$ cat src/rtl/ordered_merge_pkg.sv
// Shared types and helpers for the ordered output merge controller.
package ordered_merge_pkg;

   localparam int DEF_NUM_CH  = 4;
   localparam int DEF_IDX_W   = 10;
   localparam int DEF_TIMEOUT = 255;

   // Stall timer width; covers TIMEOUT up to 2^16-1.
   localparam int TMR_W = 16;

   // Upper bounds for the generic index slicer (8 channels x 32-bit index).
   localparam int MAX_IDX_W = 32;
   localparam int MAX_BUS_W = 256;

   // One-hot state encoding.
   typedef enum logic [4:0] {
      S_INIT  = 5'b00001,
      S_WAIT  = 5'b00010,
      S_PUSH  = 5'b00100,
      S_FULL  = 5'b01000,
      S_ERROR = 5'b10000
   } state_e;

   // Pull channel ch's order index (width bits) out of a zero-extended packed bus.
   function automatic logic [MAX_IDX_W-1:0] ch_slice(input logic [MAX_BUS_W-1:0] bus,
                                                     input int ch,
                                                     input int width);
      logic [MAX_IDX_W-1:0] r;
      logic [7:0]           pos;
      r = '0;
      for (int i = 0; i < MAX_IDX_W; i++) begin
         pos = 8'(ch * width + i);
         if (i < width) r[i] = bus[pos];
      end
      return r;
   endfunction

endpackage

$ cat src/rtl/merge_arbiter.sv
// Combinational next-item arbiter: finds the channel whose head index is the
// current output index (EQ) or the one after it (NX), lowest channel first,
// with any EQ beating any NX.
import ordered_merge_pkg::*;

module merge_arbiter #(
   parameter int NUM_CH = DEF_NUM_CH,
   parameter int IDX_W  = DEF_IDX_W
) (
   input  logic [NUM_CH*IDX_W-1:0] ch_index_q,
   input  logic [NUM_CH-1:0]       ch_data_valid,
   input  logic [IDX_W-1:0]        out_index,
   output logic                    any_match,
   output logic [NUM_CH-1:0]       grant_onehot,
   output logic                    grant_inc
);

   logic [MAX_BUS_W-1:0] bus_ext;
   logic [IDX_W-1:0]     next_index;
   logic [IDX_W-1:0]     head;
   logic [NUM_CH-1:0]    eq;
   logic [NUM_CH-1:0]    nx;

   assign bus_ext    = MAX_BUS_W'(ch_index_q);
   // Natural IDX_W-bit wrap makes the last index match index 0 as NX.
   assign next_index = out_index + IDX_W'(1);

   // Per-channel EQ / NX match vectors.
   always_comb begin
      head = '0;
      eq   = '0;
      nx   = '0;
      for (int c = 0; c < NUM_CH; c++) begin
         head  = IDX_W'(ch_slice(bus_ext, c, IDX_W));
         eq[c] = ch_data_valid[c] && (head == out_index);
         nx[c] = ch_data_valid[c] && (head == next_index);
      end
   end

   // Priority select: EQ class first, lowest channel wins within a class.
   always_comb begin
      any_match    = (|eq) || (|nx);
      grant_onehot = '0;
      grant_inc    = 1'b0;
      if (|eq) begin
         for (int c = NUM_CH - 1; c >= 0; c--) begin
            if (eq[c]) begin
               grant_onehot    = '0;
               grant_onehot[c] = 1'b1;
            end
         end
      end else if (|nx) begin
         grant_inc = 1'b1;
         for (int c = NUM_CH - 1; c >= 0; c--) begin
            if (nx[c]) begin
               grant_onehot    = '0;
               grant_onehot[c] = 1'b1;
            end
         end
      end
   end

endmodule

$ cat src/rtl/ordered_merge_fsm.sv
// Ordered N-channel output merge controller.
//
// state   | meaning
// --------+-----------------------------------------------------------
// S_INIT  | clear output FIFO, index, stall timer and grant
// S_WAIT  | arbitrate on channel heads; time non-matching valids
// S_PUSH  | one-cycle pop of granted channel and push to output FIFO
// S_FULL  | match seen while output full; re-arbitrate on release
// S_ERROR | stall timeout; sticky until reset
import ordered_merge_pkg::*;

module ordered_merge_fsm #(
   parameter int NUM_CH  = DEF_NUM_CH,
   parameter int IDX_W   = DEF_IDX_W,
   parameter int TIMEOUT = DEF_TIMEOUT
) (
   input  logic                    clk,
   input  logic                    reset,
   input  logic                    out_fifo_full,
   output logic                    out_fifo_clr,
   output logic                    out_fifo_push,
   output logic [NUM_CH-1:0]       ch_enable,
   input  logic [NUM_CH*IDX_W-1:0] ch_index_q,
   input  logic [NUM_CH-1:0]       ch_data_valid,
   output logic [NUM_CH-1:0]       ch_data_accepted,
   output logic [IDX_W-1:0]        out_index,
   output logic                    stall_error
);

   // Down-counter reload value; terminal count is 1.
   localparam logic [TMR_W-1:0] TMR_LOAD = TMR_W'(TIMEOUT);

   state_e             state_q, state_d;
   logic [IDX_W-1:0]   out_index_q, out_index_d;
   logic [TMR_W-1:0]   stall_cnt_q, stall_cnt_d;
   logic [NUM_CH-1:0]  sel_q, sel_d;
   logic               inc_q, inc_d;

   logic               any_match;
   logic [NUM_CH-1:0]  grant_onehot;
   logic               grant_inc;

   merge_arbiter #(
      .NUM_CH (NUM_CH),
      .IDX_W  (IDX_W)
   ) u_arb (
      .ch_index_q    (ch_index_q),
      .ch_data_valid (ch_data_valid),
      .out_index     (out_index_q),
      .any_match     (any_match),
      .grant_onehot  (grant_onehot),
      .grant_inc     (grant_inc)
   );

   // Next-state, index, stall timer and grant computation.
   always_comb begin
      state_d     = state_q;
      out_index_d = out_index_q;
      stall_cnt_d = stall_cnt_q;
      sel_d       = sel_q;
      inc_d       = inc_q;
      case (state_q)
         S_INIT: begin
            out_index_d = '0;
            stall_cnt_d = TMR_LOAD;
            sel_d       = '0;
            inc_d       = 1'b0;
            state_d     = S_WAIT;
         end
         S_WAIT: begin
            if (any_match) begin
               stall_cnt_d = TMR_LOAD;
               if (!out_fifo_full) begin
                  sel_d   = grant_onehot;
                  inc_d   = grant_inc;
                  state_d = S_PUSH;
               end else begin
                  state_d = S_FULL;
               end
            end else if (|ch_data_valid) begin
               if (stall_cnt_q == TMR_W'(1)) state_d = S_ERROR;
               else stall_cnt_d = stall_cnt_q - TMR_W'(1);
            end else begin
               stall_cnt_d = TMR_LOAD;
            end
         end
         S_PUSH: begin
            if (inc_q) out_index_d = out_index_q + IDX_W'(1);
            state_d = S_WAIT;
         end
         S_FULL: begin
            // A channel may have withdrawn while we waited; fall back to WAIT then.
            if (!out_fifo_full) begin
               if (any_match) begin
                  sel_d   = grant_onehot;
                  inc_d   = grant_inc;
                  state_d = S_PUSH;
               end else begin
                  state_d = S_WAIT;
               end
            end
         end
         S_ERROR: state_d = S_ERROR;
         default: state_d = S_INIT;
      endcase
   end

   // State and datapath registers with synchronous reset.
   always_ff @(posedge clk) begin
      if (reset) begin
         state_q     <= S_INIT;
         out_index_q <= '0;
         stall_cnt_q <= TMR_LOAD;
         sel_q       <= '0;
         inc_q       <= 1'b0;
      end else begin
         state_q     <= state_d;
         out_index_q <= out_index_d;
         stall_cnt_q <= stall_cnt_d;
         sel_q       <= sel_d;
         inc_q       <= inc_d;
      end
   end

   // Output decode straight from registered state; strobes only in INIT/PUSH.
   always_comb begin
      out_fifo_clr     = (state_q == S_INIT);
      out_fifo_push    = (state_q == S_PUSH);
      ch_enable        = (state_q == S_PUSH) ? sel_q : '0;
      ch_data_accepted = (state_q == S_PUSH) ? sel_q : '0;
      stall_error      = (state_q == S_ERROR);
      out_index        = out_index_q;
   end

endmodule
$ cat config.mk
export PLATFORM = sky130hd
export DESIGN_NAME = ordered_merge_fsm
export DESIGN_NICKNAME = d
export VERILOG_FILES = /design/src/rtl/ordered_merge_pkg.sv /design/src/rtl/merge_arbiter.sv /design/src/rtl/ordered_merge_fsm.sv
export SDC_FILE = /design/constraint.sdc
export NUM_CORES = 1
export LEC_CHECK = 0
export CAP_MARGIN = 5
export CORE_ASPECT_RATIO = 1.25
export CORE_UTILIZATION = 35
export CTS_CLUSTER_SIZE = 28
export DETAILED_ROUTE_END_ITERATION = 8
export SLEW_MARGIN = 10
export SYNTH_ARGS = -nofsm -noshare
export SYNTH_HDL_FRONTEND = slang
export SYNTH_SLANG_ARGS = --single-unit
export TNS_END_PERCENT = 1
$ cat constraint.sdc
create_clock -name clk -period 2.5 [get_ports clk]
set_input_delay 0.375 -clock clk [delete_from_list [all_inputs] [get_ports clk]]
set_output_delay 0.375 -clock clk [all_outputs]
set_load 0.01 [all_outputs]
Word level (Yosys, flattened, before mapping)

Index checks and enable logic that the tools add are counted.

Output and inout port bits: 21
Flip-flop bits (word level): 36
Logic and storage cells: 85
Bits of input ports: 47

$add $sub $neg: 2
Reduce and logical (&&, ||, !) cells: 20
Mux-type cells: 36
Equality and inequality tests: 22

Operators by type and width:

| kind                  | number |
|---|---|
| $eq 10x10->1          | 8 |
| $mux 4                | 16 |
| $mux 16               | 3 |
| $pmux 16 s2           | 1 |
| $mux 5                | 4 |
| $pmux 10 s2           | 1 |
| $pmux 5 s4            | 1 |
| $eq 16x1->1 const B   | 1 |
| $sub 16x1->16 const B | 1 |
| $pmux 4 s3            | 1 |
| $reduce_or 4->1       | 3 |
| $add 10x1->10 const B | 1 |
| $mux 10               | 1 |
| $logic_and 1x1->1     | 8 |
| $ne 2x2->1 const B    | 4 |
| $mux 1                | 6 |
| $ne 3x3->1 const B    | 2 |
| $eq 5x1->1 const B    | 1 |
| $eq 5x2->1 const B    | 1 |
| $eq 5x3->1 const B    | 1 |
| $eq 5x4->1 const B    | 1 |
| $eq 5x5->1 const B    | 1 |
| $reduce_and 5->1      | 1 |
| $ne 4x4->1 const B    | 1 |
| other kinds (9)       | 11 |

Depth between registers and ports, before layout

Depth after elaboration: 12
Gate-level depth with buffers: 11
Gate-level depth less buffers: 9

By module

A second synthesis with hierarchy kept.

Cells, all modules: 431
Area, all modules: 3,345.7 um2

By module, submodules not included:

| module            | cells each | sequential area each (um2) | times used | area an instance (um2) |
|---|---|---|---|---|
| ordered_merge_fsm | 242        | 720.7                      | 1          | 1,978.1 |
| merge_arbiter     | 189        | 0.0                        | 1          | 1,367.6 |

Worst setup path before layout

OpenSTA, ideal clock, no wires.

Path type: register to register
From: register out_index_q[0], in the netlist out_index[0]
To: register stall_cnt_q[2]
Setup time: 158 ps
Required time: 2,342 ps
Arrival time: 2,692 ps
Slack: -350 ps
Period minus slack after synthesis: 2,850 ps
Cell stages (with the launch flop): 12
Buffers on the path: 2
Cell sequence: dfxtp_1 ha_1 clkbuf_1 nand3_1 xnor2_1 and4_1 nand4_1 nand4_2 or4b_4 a21oi_4 buf_6 a221oi_1

Word-level cells in the longest chain between the ends: 7
Elaborated cells between the ends (all ways): 24
Those cells by class: add/sub: 1; eq/ne: 9; mux: 2; reduce/logical: 12

RTL lines:

| what                                                             | line                     | text |
|---|---|---|
| start: declaration                                               | ordered_merge_fsm.sv:34  | `logic [IDX_W-1:0] out_index_q, out_index_d;` |
| start signal: assignment                                         | ordered_merge_fsm.sv:118 | `out_index_q <= out_index_d;` |
| $add 10x1->10                                                    | merge_arbiter.sv:26      | `assign next_index = out_index + IDX_W'(1);` |
| $eq 10x10->1                                                     | merge_arbiter.sv:36      | `nx[c] = ch_data_valid[c] && (head == next_index);` |
| $logic_and 1x1->1                                                | merge_arbiter.sv:36      |  |
| $reduce_or 4->1                                                  | merge_arbiter.sv:42      | `any_match = (\|eq) \|\| (\|nx);` |
| $logic_or 1x1->1 (*)                                             | merge_arbiter.sv:42      |  |
| $ne 4x4->1 (no source line) or $mux 16 (tied branches)           | n/a                      |  |
| $reduce_and 2->1 (no source line) or $pmux 16 s2 (tied branches) | n/a                      |  |
| end signal: assignment                                           | ordered_merge_fsm.sv:119 | `stall_cnt_q <= stall_cnt_d;` |
| end: declaration                                                 | ordered_merge_fsm.sv:35  | `logic [TMR_W-1:0] stall_cnt_q, stall_cnt_d;` |

Every way passes the cells marked *; elsewhere a longest branch is shown, timed or not.
A chain may end at the register's enable or synchronous reset.

Final worst setup path

From: input ch_index_q[25]
To: register stall_cnt_q[15]

Word-level cells in the longest chain between the ends: 6
Elaborated cells between the ends (all ways): 11
Those cells by class: eq/ne: 3; mux: 2; reduce/logical: 6

RTL lines:

| what                                                             | line                                     | text |
|---|---|---|
| start: declaration                                               | ordered_merge_fsm.sv:23                  | `input logic [NUM_CH*IDX_W-1:0] ch_index_q,` |
| $eq 10x10->1 (on tied branches)                                  | merge_arbiter.sv:35, merge_arbiter.sv:36 |  |
| $logic_and 1x1->1 (on tied branches)                             | merge_arbiter.sv:35, merge_arbiter.sv:36 |  |
| $reduce_or 4->1                                                  | merge_arbiter.sv:42                      |  |
| $logic_or 1x1->1 (*)                                             | merge_arbiter.sv:42                      |  |
| $ne 4x4->1 (no source line) or $mux 16 (tied branches)           | n/a                                      |  |
| $reduce_and 2->1 (no source line) or $pmux 16 s2 (tied branches) | n/a                                      |  |

Marks and branches as above.

==> results.toml <==
[yosys]
synth-simple-area-share_pct = 34.6
muxShareOfSynthArea_pct = 0.316
synth_xor_xnor_area_share_pct = 16.0
synth-compound-area-share_pct = 18.5
synth_enable_flop_cells = 0
ys_types = 60
synth_ff_type = "dfxtp_1"
postSynthNetCount = 462
netlist_area_sq_mm = 0.00317
ys_async_sr_fraction_pct = 0
yosys.area.top_type = "dfxtp_1"
synth_area_per_cell_sq_um = 7.70
synth_top_area_share_pct = 22.7
synthAdderAreaFrac_pct = 1.18
ys_warn_count = 0
synth_top_family_by_area = "simple AND/OR/NAND/NOR gates"
synth_seq_cells = 36
synth_area_leaders = "dfxtp_1 (23%), xnor2_1 (12%), xor2_1 (4.1%)"
yosysSeqAreaShare_pct = 22.7
netlist_instances = 412

[layout]
drive_above_1_share_pct = 29.5
nNetsFinal = 619
regArea_sq_um = 737
area_delta_synth_final_pct = 60.0
post-route-util_pct = 58.0
n_fill_cell = 801
multi_input_area_sq_mm = 0.00243
final_common_cell = "buf_4"
layout_common_cells = "buf_4 (107), clkdlybuf4s50_1 (66), xnor2_1 (43)"
num_antenna_cells = 0

[clock_network]
clock_sinks = 36
cts_max_level = 2
hold_buffers = 0
clock_insertion_delay_worst_skew_ns = 0.30
ctsLongestPathBuffers = 2
cts_root_buffer = "clkbuf_8"
cts_tree = "done"
cts_buffers = 5
clkTransAtPathRegs_ns = 0.08

[drt]
detail_route.wl_per_cell_microns = 15.8
drt_pass1_iterations = 5
drt_iter0_markers = 185
post-route-drc-count = 0
vias = 3667
routed_via_density = 5.31
antenna_left = 0
wirelength_mm = 10.9

[worst_hold_path]
whs_endpoint = "sel_q[3]"
hold_start = "sel_q[3]"
whs_path_depth = 1
min_path_type = "flip-flop to flip-flop"

[critical_path]
crit_path_max_fanout = 15
path_buf_inv = 3
rrSetupSlack_ns = -0.21
worst-endpoint-required_ns = 2.68
path_class = "input port to flip-flop"
rr_worst_depth = 11
start_kind = "input port"
critPathArrivalTime_ns = 2.90
endpoint_kind = "flip-flop"
crit_slowest_cell = "or4_4"
slowest_delay_ns = 0.56
crit_path_cell_trace = "clkdlybuf4s50_1 > xor2_1 > or4_4 > nor4_4 > buf_4 > nor3_2 > nand4_4 > or4b_4 > a21oi_4 > buf_12 > a221o_1"
worst-path-stages = 11
cpLargestDelayFamily = "simple AND/OR/NAND/NOR gates"
worstReg2RegStart = "out_index[0]"
r2r-end = "stall_cnt_q[15]"

[power_and_ir_drop]
seqPwrFrac_pct = 35.0
swShare_pct = 24.1
p_int_mw = 1.26
vdd_drop_max_mv = 0.250
combPwrFrac_pct = 20.2
switchingPower_mw = 0.399
clkPwrFrac_pct = 44.8
leakage_nw = 2.12
power_density_mw_per_mm2 = 326

[timing]
worst_slack_ns = -0.223
tightest_slew_ns = 0.709
maxSlewViolCount = 0
layout_min_cycle_time_ns = 2.72
fin_crit_sh_pct = 109
max_slew_margin_pct = 52.3
report.final.setup_viol = 23
fmax_ghz = 0.367
fin_skew_ns = 0.00743
hold_violations = 0
rsz0062_at_grt = "yes"
whs_ns = 0.477

[run]
timing.max_cap.violations = 0

[floorplan]
io_pins = 68
dieWidth_microns = 87.1
fp.dieH_microns = 108
fp-row-count = 38
core_area_sq_mm = 0.00875
initial_core_util_pct = 36.2
die-area_sq_mm = 0.00945

[global_route]
grt-ovfl-total = 0
grt_pass1_vias = 3599
grt.total_usage_pct = 24.3
grt_max_degree = 20
antenna_found_initial = 0
grt_pass1_wl_mm = 17.6

[placement]
place.gp.congestion = 0.909
post-place-ws_ns = -0.862
portBuffers = 67
hpwl_mm = 8.79

[status]
violations = "negative setup slack"
status = "complete, but fails checks"
[sequential cells by signal (all words and copies together), names as in the netlist]
name	flops
stall_cnt_q	16
out_index	10
state_q	5
sel_q	4
inc_q	1
[area by class of cell]
class                           count  area share [%]
Clock buffer                        5            1.36
Inverter                           14            1.04
Multi-Input combinational cell    333            47.9
Clock inverter                      3            1.78
Timing Repair Buffer              179            30.5
Sequential cell                    36            14.5
Tap cell                          120            2.96
[worst max-delay path by stage]
stage,endpoint,start
after floorplan,stall_cnt_q[2],out_index[9]
after global placement,sel_q[3],ch_index_q[25]
after detailed placement,sel_q[3],ch_index_q[25]
after CTS,stall_cnt_q[15],ch_index_q[25]
after global routing,stall_cnt_q[9],out_index[4]
final,stall_cnt_q[15],ch_index_q[25]
[cell families (layout without fill, tap and decap cells)]
family / Yosys count / in the layout
xor gates and xnor gates: 58 / 58
muxes: 1 / 1
adders and majority gates: 3 / 3
buffers and inverters: 43 / 201
and+or+nand+nor: 187 / 187
AOI/OAI and AO/OA: 84 / 84
DFF: 36 / 36
[power groups by stage]
stage	Clock [mW]	Sequential, mW	Combinational (mW)
2_1_floorplan	0	0.596	0.149
3_3_place_gp	0	0.596	0.318
3_5_place_dp	0	0.597	0.321
4_1_cts	0.748	0.580	0.330
5_1_grt	0.775	0.581	0.360
6_report	0.742	0.580	0.334
[worst reg2reg max path: cells and delay by family (launching register included)]
| family | cells | cell delay, ns |
|---|---|---|
| XOR/XNOR | 1 | 0.18 |
| AO/OA/AOI/OAI | 2 | 0.41 |
| flip-flops | 1 | 0.35 |
| AND/OR/NAND/NOR | 5 | 1.18 |
| buffers and inverters | 3 | 0.48 |
[per-layer routing]
layer  vias to the layer above  share of wire [%]  global-route usage, %  routed length [microns]
li1                       1827                  -                      -                        -
met1                      1720                 40                   27.3                     4370
met2                       101                 53                   46.6                     5810
met3                        19                4.5                   3.59                      490
met4                         0                2.2                   7.38                      245
met5                         -                  0                      0                        0
[through the flow]
step	power [mW]	cell area [sq um]	TNS, ns	std cells
6_report	1.66	5070	-3.52	690
5_1_grt	1.72	5070	-5.90	690
4_1_cts	1.66	5020	-3.76	688
3_5_place_dp	0.918	4740	-18.46	677
3_3_place_gp	0.914	4740	-17.35	677
2_1_floorplan	0.745	3310	-1.41	412
[cell usage after synthesis, types with 2 or more instances]
| library cell | number |
|---|---|
| nor2_1 | 34 |
| buf_6 | 2 |
| or2_2 | 2 |
| o31ai_1 | 2 |
| and4_1 | 6 |
| and2_1 | 8 |
| a211oi_1 | 5 |
| nor3_1 | 15 |
| inv_1 | 13 |
| a22o_1 | 3 |
| nand3b_1 | 4 |
| buf_4 | 6 |
| a31oi_1 | 4 |
| nand2b_1 | 8 |
| nor4_2 | 2 |
| or4_1 | 2 |
| nand4_1 | 13 |
| a21o_1 | 3 |
| a211o_1 | 3 |
| xor2_1 | 15 |
| and3_1 | 20 |
| nor4b_1 | 2 |
| nand3_1 | 16 |
| o22ai_1 | 3 |
| nor4_1 | 11 |
| xnor2_1 | 43 |
| and4b_1 | 2 |
| nand4_2 | 2 |
| a21oi_1 | 22 |
| clkbuf_1 | 10 |
| a221o_1 | 5 |
| buf_2 | 11 |
| or3_1 | 13 |
| ha_1 | 3 |
| o21a_1 | 2 |
| dfxtp_1 | 36 |
| a31o_2 | 3 |
| nand2_1 | 17 |
| a221oi_1 | 6 |
| o21ai_0 | 12 |
| o32ai_1 | 2 |
| nor3b_1 | 3 |
[what timing repair did]
item                       CTS  global route
setup endpoints to repair   25            25
resized for setup           21             7
pin swaps                    8             7
setup buffers                3             2
Power figures use the tool's default switching activity.
==> variant 1, RTL diff (same settings) <==
The package constant `DEF_TIMEOUT` goes from 255 to 127.
--- a/src/rtl/ordered_merge_pkg.sv
+++ b/src/rtl/ordered_merge_pkg.sv
@@ -3,7 +3,7 @@
 
    localparam int DEF_NUM_CH  = 4;
    localparam int DEF_IDX_W   = 10;
-   localparam int DEF_TIMEOUT = 255;
+   localparam int DEF_TIMEOUT = 127;
 
    // Stall timer width; covers TIMEOUT up to 2^16-1.
    localparam int TMR_W = 16;
Formal check against the unedited RTL: same outputs for any inputs over 10 cycles, from zero or initial values and one cycle with reset high; that may be too few to reach the edited logic, so the function may still have changed.
==> variant 1 against the original RTL <==
The flow still finishes with violations (setup timing); first-iteration DRC count shrank 8.6%; cell area is 16% higher; total power down 0.61%; via count is 16% higher; worst setup slack got worse by 0.043 ns; clock skew decreased by 0.0022 ns; synthesized cell count increased by 13%; wire length rose by 24%; critical path depth did not move; sequential cell count is the same; synthesized area is 9.6% higher; worst hold slack got worse by 0.0096 ns; critical path type unchanged.
==> variant 1: results (changes against the original RTL) <==
| Metric | Value |
|---|---|
| Routability cong. | 0.879 (-3.3%) |
| Slew headroom | 46.1% (-6.2 points) |
| Post-route cell area | 5900 sq um (+16%) |
| Hold path cells | 2 (+1) |
| GRT met1 Usage | 28.6% (+1.3 points) |
| Largest net degree at the start of global routing | 21 (+5.0%) |
| R2R setup slack | -0.22 ns |
| Setup TNS | -4.18 ns (-0.657 ns) |
| Initial antenna violation count | 0 (unchanged) |
| Post-route setup slack | -0.265 ns (-0.0428 ns) |
| Main flop type after synthesis | dfxtp_1 |
| Uppermost layer routed | met4 |
| Failing checks | setup timing |
| Reg2reg end | stall_cnt_q[6] |
| Routed wl met3 | 519 um (+5.9%) |
| CP max stage cell | or4b_4 |
| Total CTS buffers | 5 (unchanged) |
| DP HPWL | 10,400 um (+18%) |
| FF-to-FF path depth | 12 (+1) |
| Critical path launch point | ch_index_q[24] |
| Post-route insts no fill | 777 (+13%) |
| CP arrival | 2.97 ns (+0.07 ns) |
| Top cells by count, synth | 40 x xnor2_1, 36 x dfxtp_1, 36 x nor2_1 |
| Clk Latency, worst-skew pair | 0.28 ns (-0.02 ns) |
| Area contributors post-synth | dfxtp_1 21%, xnor2_1 10%, a21oi_1 3.9% |
| Vias in the first global route | 4,064 (+13%) |
| Hold Worst Slack | 0.468 ns (-0.00963 ns) |
| Clock transition at path regs | 0.06 ns (-0.02 ns) |
| Max FO, Critical Path | 5 (-10) |
| Placed Area | 5180 sq um (+9.5%) |
| Root buffer cell | clkbuf_16 |
| Layout cells sized above 1 | 35.0% (+5.5 points) |
| CP endpoint | stall_cnt_q[2] |
| WL met2 | 7110 um (+22%) |
| LEAKAGE | 2.41 nW (+14%) |
| Starting DRT DRC Count | 169 (-8.6%) |
| Synth Area per Inst | 7.49 sq um (-2.7%) |
| Nets | 701 (+13%) |
| Final setup fails | 24 (+4.3%) |
| Worst vdd ir | 0.000358 V (+43%) |
| Cell count after placement | 752 (+11%) |
| FF-to-FF Start | out_index[8] |
| Clock Skew | 0.00519 ns (-0.00224 ns) |
| CP max stage delay | 0.52 ns (-0.04 ns) |
| Total number of vias | 4,252 (+16%) |
| Met2 Usage GRT | 50.5% (+3.9 points) |
| Drt total wl | 13,500 um (+24%) |
| Status | complete, but fails checks |
| M1 wire length | 5460 um (+25%) |
| GR Util met3 | 3.00% (-0.59 points) |
| Fillcell total | 875 (+9.2%) |
| Synth cell types | 72 (+20%) |
| GRT Overall Usage | 25.6% (+1.3 points) |
| Crit path max-delay family | simple AND/OR/NAND/NOR gates |
| First-pass GRT wire length | 20,800 um (+18%) |
| H-tree depth | 2 (unchanged) |
| Post-synthesis sequential area ratio | 20.7% (-2.0 points) |
| Syn Nets | 514 (+11%) |
| Pre-CTS WS | -0.678 ns (+0.184 ns) |
| Internal power | 1.21 mW (-3.7%) |
variant 1: timing repair:
item                                    in CTS  in global routing
hold endpoints to repair                     0                  0
endpoints found under the setup margin      25                 33
gates resized for setup                     19                 76
gates cloned                                 0                  1
buffers inserted                             1                 16
pin swaps                                    5                 26
variant 1: layout make-up:
type	count	share of cell area, %
inverters	11	0.700
well taps	126	2.67
repair buffers	215	32.4
flip-flops and latches	36	12.7
multi-input cells	382	48.9
clock buffers	7	2.59
variant 1: cell families after synthesis:
kind of cell	count (synthesis)	share of synthesized area, %
mux	2	0.612
compound gates	109	22.6
buf+inv	46	6.48
simple gates	216	35.4
flops	36	20.7
fa+ha+maj	3	1.08
xor+xnor	52	13.1
variant 1: power groups by stage:
stage	Clock [mW]	Combinational (mW)	Sequential (mW)
after floorplan	0	0.167	0.596
after global placement	0	0.381	0.597
after detailed placement	0	0.384	0.597
after CTS	0.657	0.392	0.582
after global routing	0.676	0.453	0.578
final	0.651	0.418	0.577
==> variant 2, RTL diff (same settings) <==
Without the edit above. Put a register stage on the output `stall_error`, with the module's reset. The value now appears one clock later. The other outputs are not delayed to match.
--- a/src/rtl/ordered_merge_fsm.sv
+++ b/src/rtl/ordered_merge_fsm.sv
@@ -29,6 +29,8 @@
 
    // Down-counter reload value; terminal count is 1.
    localparam logic [TMR_W-1:0] TMR_LOAD = TMR_W'(TIMEOUT);
+
+   logic stall_error_d;
 
    state_e             state_q, state_d;
    logic [IDX_W-1:0]   out_index_q, out_index_d;
@@ -128,8 +130,16 @@
       out_fifo_push    = (state_q == S_PUSH);
       ch_enable        = (state_q == S_PUSH) ? sel_q : '0;
       ch_data_accepted = (state_q == S_PUSH) ? sel_q : '0;
-      stall_error      = (state_q == S_ERROR);
+      stall_error_d    = (state_q == S_ERROR);
       out_index        = out_index_q;
    end
 
+   always_ff @(posedge clk) begin
+      if (reset) begin
+         stall_error <= '0;
+      end else begin
+         stall_error <= stall_error_d;
+      end
+   end
+
 endmodule
Function: no difference found for any inputs over 10 cycles, from zero or initial values and one cycle with reset high; that may be too few to reach the edited logic, so the function may still have changed.
==> variant 2 against the original RTL <==
The flow still finishes with violations (setup timing); wire length increased by 17%; cell count increased by 9.7%; maximum frequency increased by 0.40%; die area increased by 12%; clock skew about the same; via count increased by 15%; largest cell class unchanged; non-clock buffer count increased by 14; worst setup slack improved by 0.011 ns; critical endpoint is now stall_cnt_q[13]; sequential cell count increased by 1; cell area increased by 11%; total power increased by 1.6%; synthesized area increased by 13%.
==> variant 2: results (changes against the original RTL) <==
| Metric | Value |
|---|---|
| Drt pass-1 iters | 4 (-1) |
| Final setup fails | 20 (-13%) |
| Layout cells sized above 1 | 30.1% (+0.64 points) |
| Routability cong. | 0.946 (+4.0%) |
| Setup TNS | -2.58 ns (+0.943 ns) |
| Fillcell total | 881 (+10%) |
| Slew @ Worst Pin | 0.628 ns (-0.0812 ns) |
| Syn Nets | 515 (+11%) |
| Worst vdd ir | 0.000235 V (-6.1%) |
| Clock transition at path regs | 0.06 ns (-0.02 ns) |
| Clk Latency, worst-skew pair | 0.28 ns (-0.02 ns) |
| Adder-Cell Fraction of Synth Area | 1.05% (-0.13 points) |
| Vias per cell | 5.59 (+5.2%) |
| Top cells by count, synth | 51 x xnor2_1, 37 x dfxtp_1, 35 x nor2_1 |
| CP arrival | 2.91 ns (about the same) |
| First-pass GRT wire length | 20,200 um (+15%) |
| Wire length per cell | 16.8 um (+6.2%) |
| Post-route setup slack | -0.212 ns (+0.0110 ns) |
| Drt total wl | 12,700 um (+17%) |
| Starting DRT DRC Count | 184 (-0.54%) |
| Failing checks | setup timing |
| Cell count after placement | 743 (+9.7%) |
| DP HPWL | 10,200 um (+16%) |
| Mux share of post-synthesis cell area | 1.96% (+1.6 points) |
| GRT Overall Usage | 24.2% (-0.11 points) |
| Max FO, Critical Path | 6 (-9) |
| LEAKAGE | 2.07 nW (-2.2%) |
| Pre-CTS WS | -0.599 ns (+0.263 ns) |
| Area contributors post-synth | dfxtp_1 21%, xnor2_1 13%, nand4_1 3.7% |
| Clock Skew | 0.00714 ns (-0.000295 ns) |
| Synth cell types | 67 (+12%) |
| Status | complete, but fails checks |
| Root buffer cell | clkbuf_16 |
| Vias in the first global route | 4,164 (+16%) |
==> variant 2: cell count changes in the layout (fill, tap and decap cells not counted), sizes merged, moves of 5 or more <==
cell,before,now
and4,6,1
nor2b,0,5
mux2i,1,7
o21ai,12,24
and3,20,6
buf,112,126
xnor2,43,51
a221o,5,0
o211ai,1,6
nand3,16,25
nand2,17,24
a21oi,23,18
nand4,15,21
==> variant 2: final cells by class <==
type                       instances  area, sq um  share of cell area, %
sequential                        37          763                   13.5
clock inverter                     2         35.0                  0.622
multi-input combinational        379         2790                   49.5
inverter                          15         56.3                  0.999
clock buffer                       5          125                   2.22
tap                              126          158                   2.80
timing repair buffer             193         1710                   30.3
==> variant 2: path summary, 6_finish.rpt <==
kind,cells past startpoint,slack [ns],to,startpoint
worst min-delay path,2,0.48,sel_q[2],sel_q[2]
worst min register to register,2,0.48,sel_q[2],sel_q[2]
worst max register to register,12,-0.21,stall_cnt_q[13],out_index[1]
worst max-delay path,11,-0.21,stall_cnt_q[13],ch_index_q[5]
==> variant 2: metrics by stage <==
| stage | cell area [sq um] | hold slack, ns |
|---|---|---|
| floorplan | 3600 | 0.448 |
| global placement | 5180 | 0.461 |
| detailed placement | 5180 | 0.461 |
| CTS | 5500 | 0.482 |
| global route | 5630 | 0.508 |
| finish | 5630 | 0.480 |
==> variant 2: report_power, final <==
group / internal [mW] / switching (mW) / leakage [nW]
Combinational: 0.210 / 0.180 / 1.69
Clock: 0.463 / 0.231 / 0.0797
Sequential: 0.590 / 0.00849 / 0.305
==> variant 2: worst max-delay path, stage by stage <==
cell and delay [ns]:
clkdlybuf4s50_1 0.48, xnor2_1 0.16, nand4_1 0.14, nor4_2 0.08
or4b_4 0.54, a31oi_4 0.22, nand3_4 0.14, nor4bb_4 0.34
buf_4 0.21, nand4_1 0.10, o211ai_1 0.12
==> variant 2: cells by family after synthesis <==
group           Yosys count
simple gates            202
mux                       7
xor+xnor                 63
buf+inv                  49
flops                    37
fa+ha+maj                 3
compound gates          104
==> variant 2: what timing repair did <==
| item | CTS | global route |
|---|---|---|
| setup endpoints to repair | 25 | 34 |
| cloned | 1 | 0 |
| pin swaps | 16 | 12 |
| setup buffers | 3 | 3 |
| resized for setup | 36 | 27 |
==> variant 2: layer usage <==
| layer | part of all wire, % | track usage [%] |
|---|---|---|
| met1 | 41 | 27.4 |
| met2 | 52 | 45.1 |
| met3 | 3.5 | 2.31 |
| met4 | 3.6 | 12.0 |
| met5 | 0 | 0 |
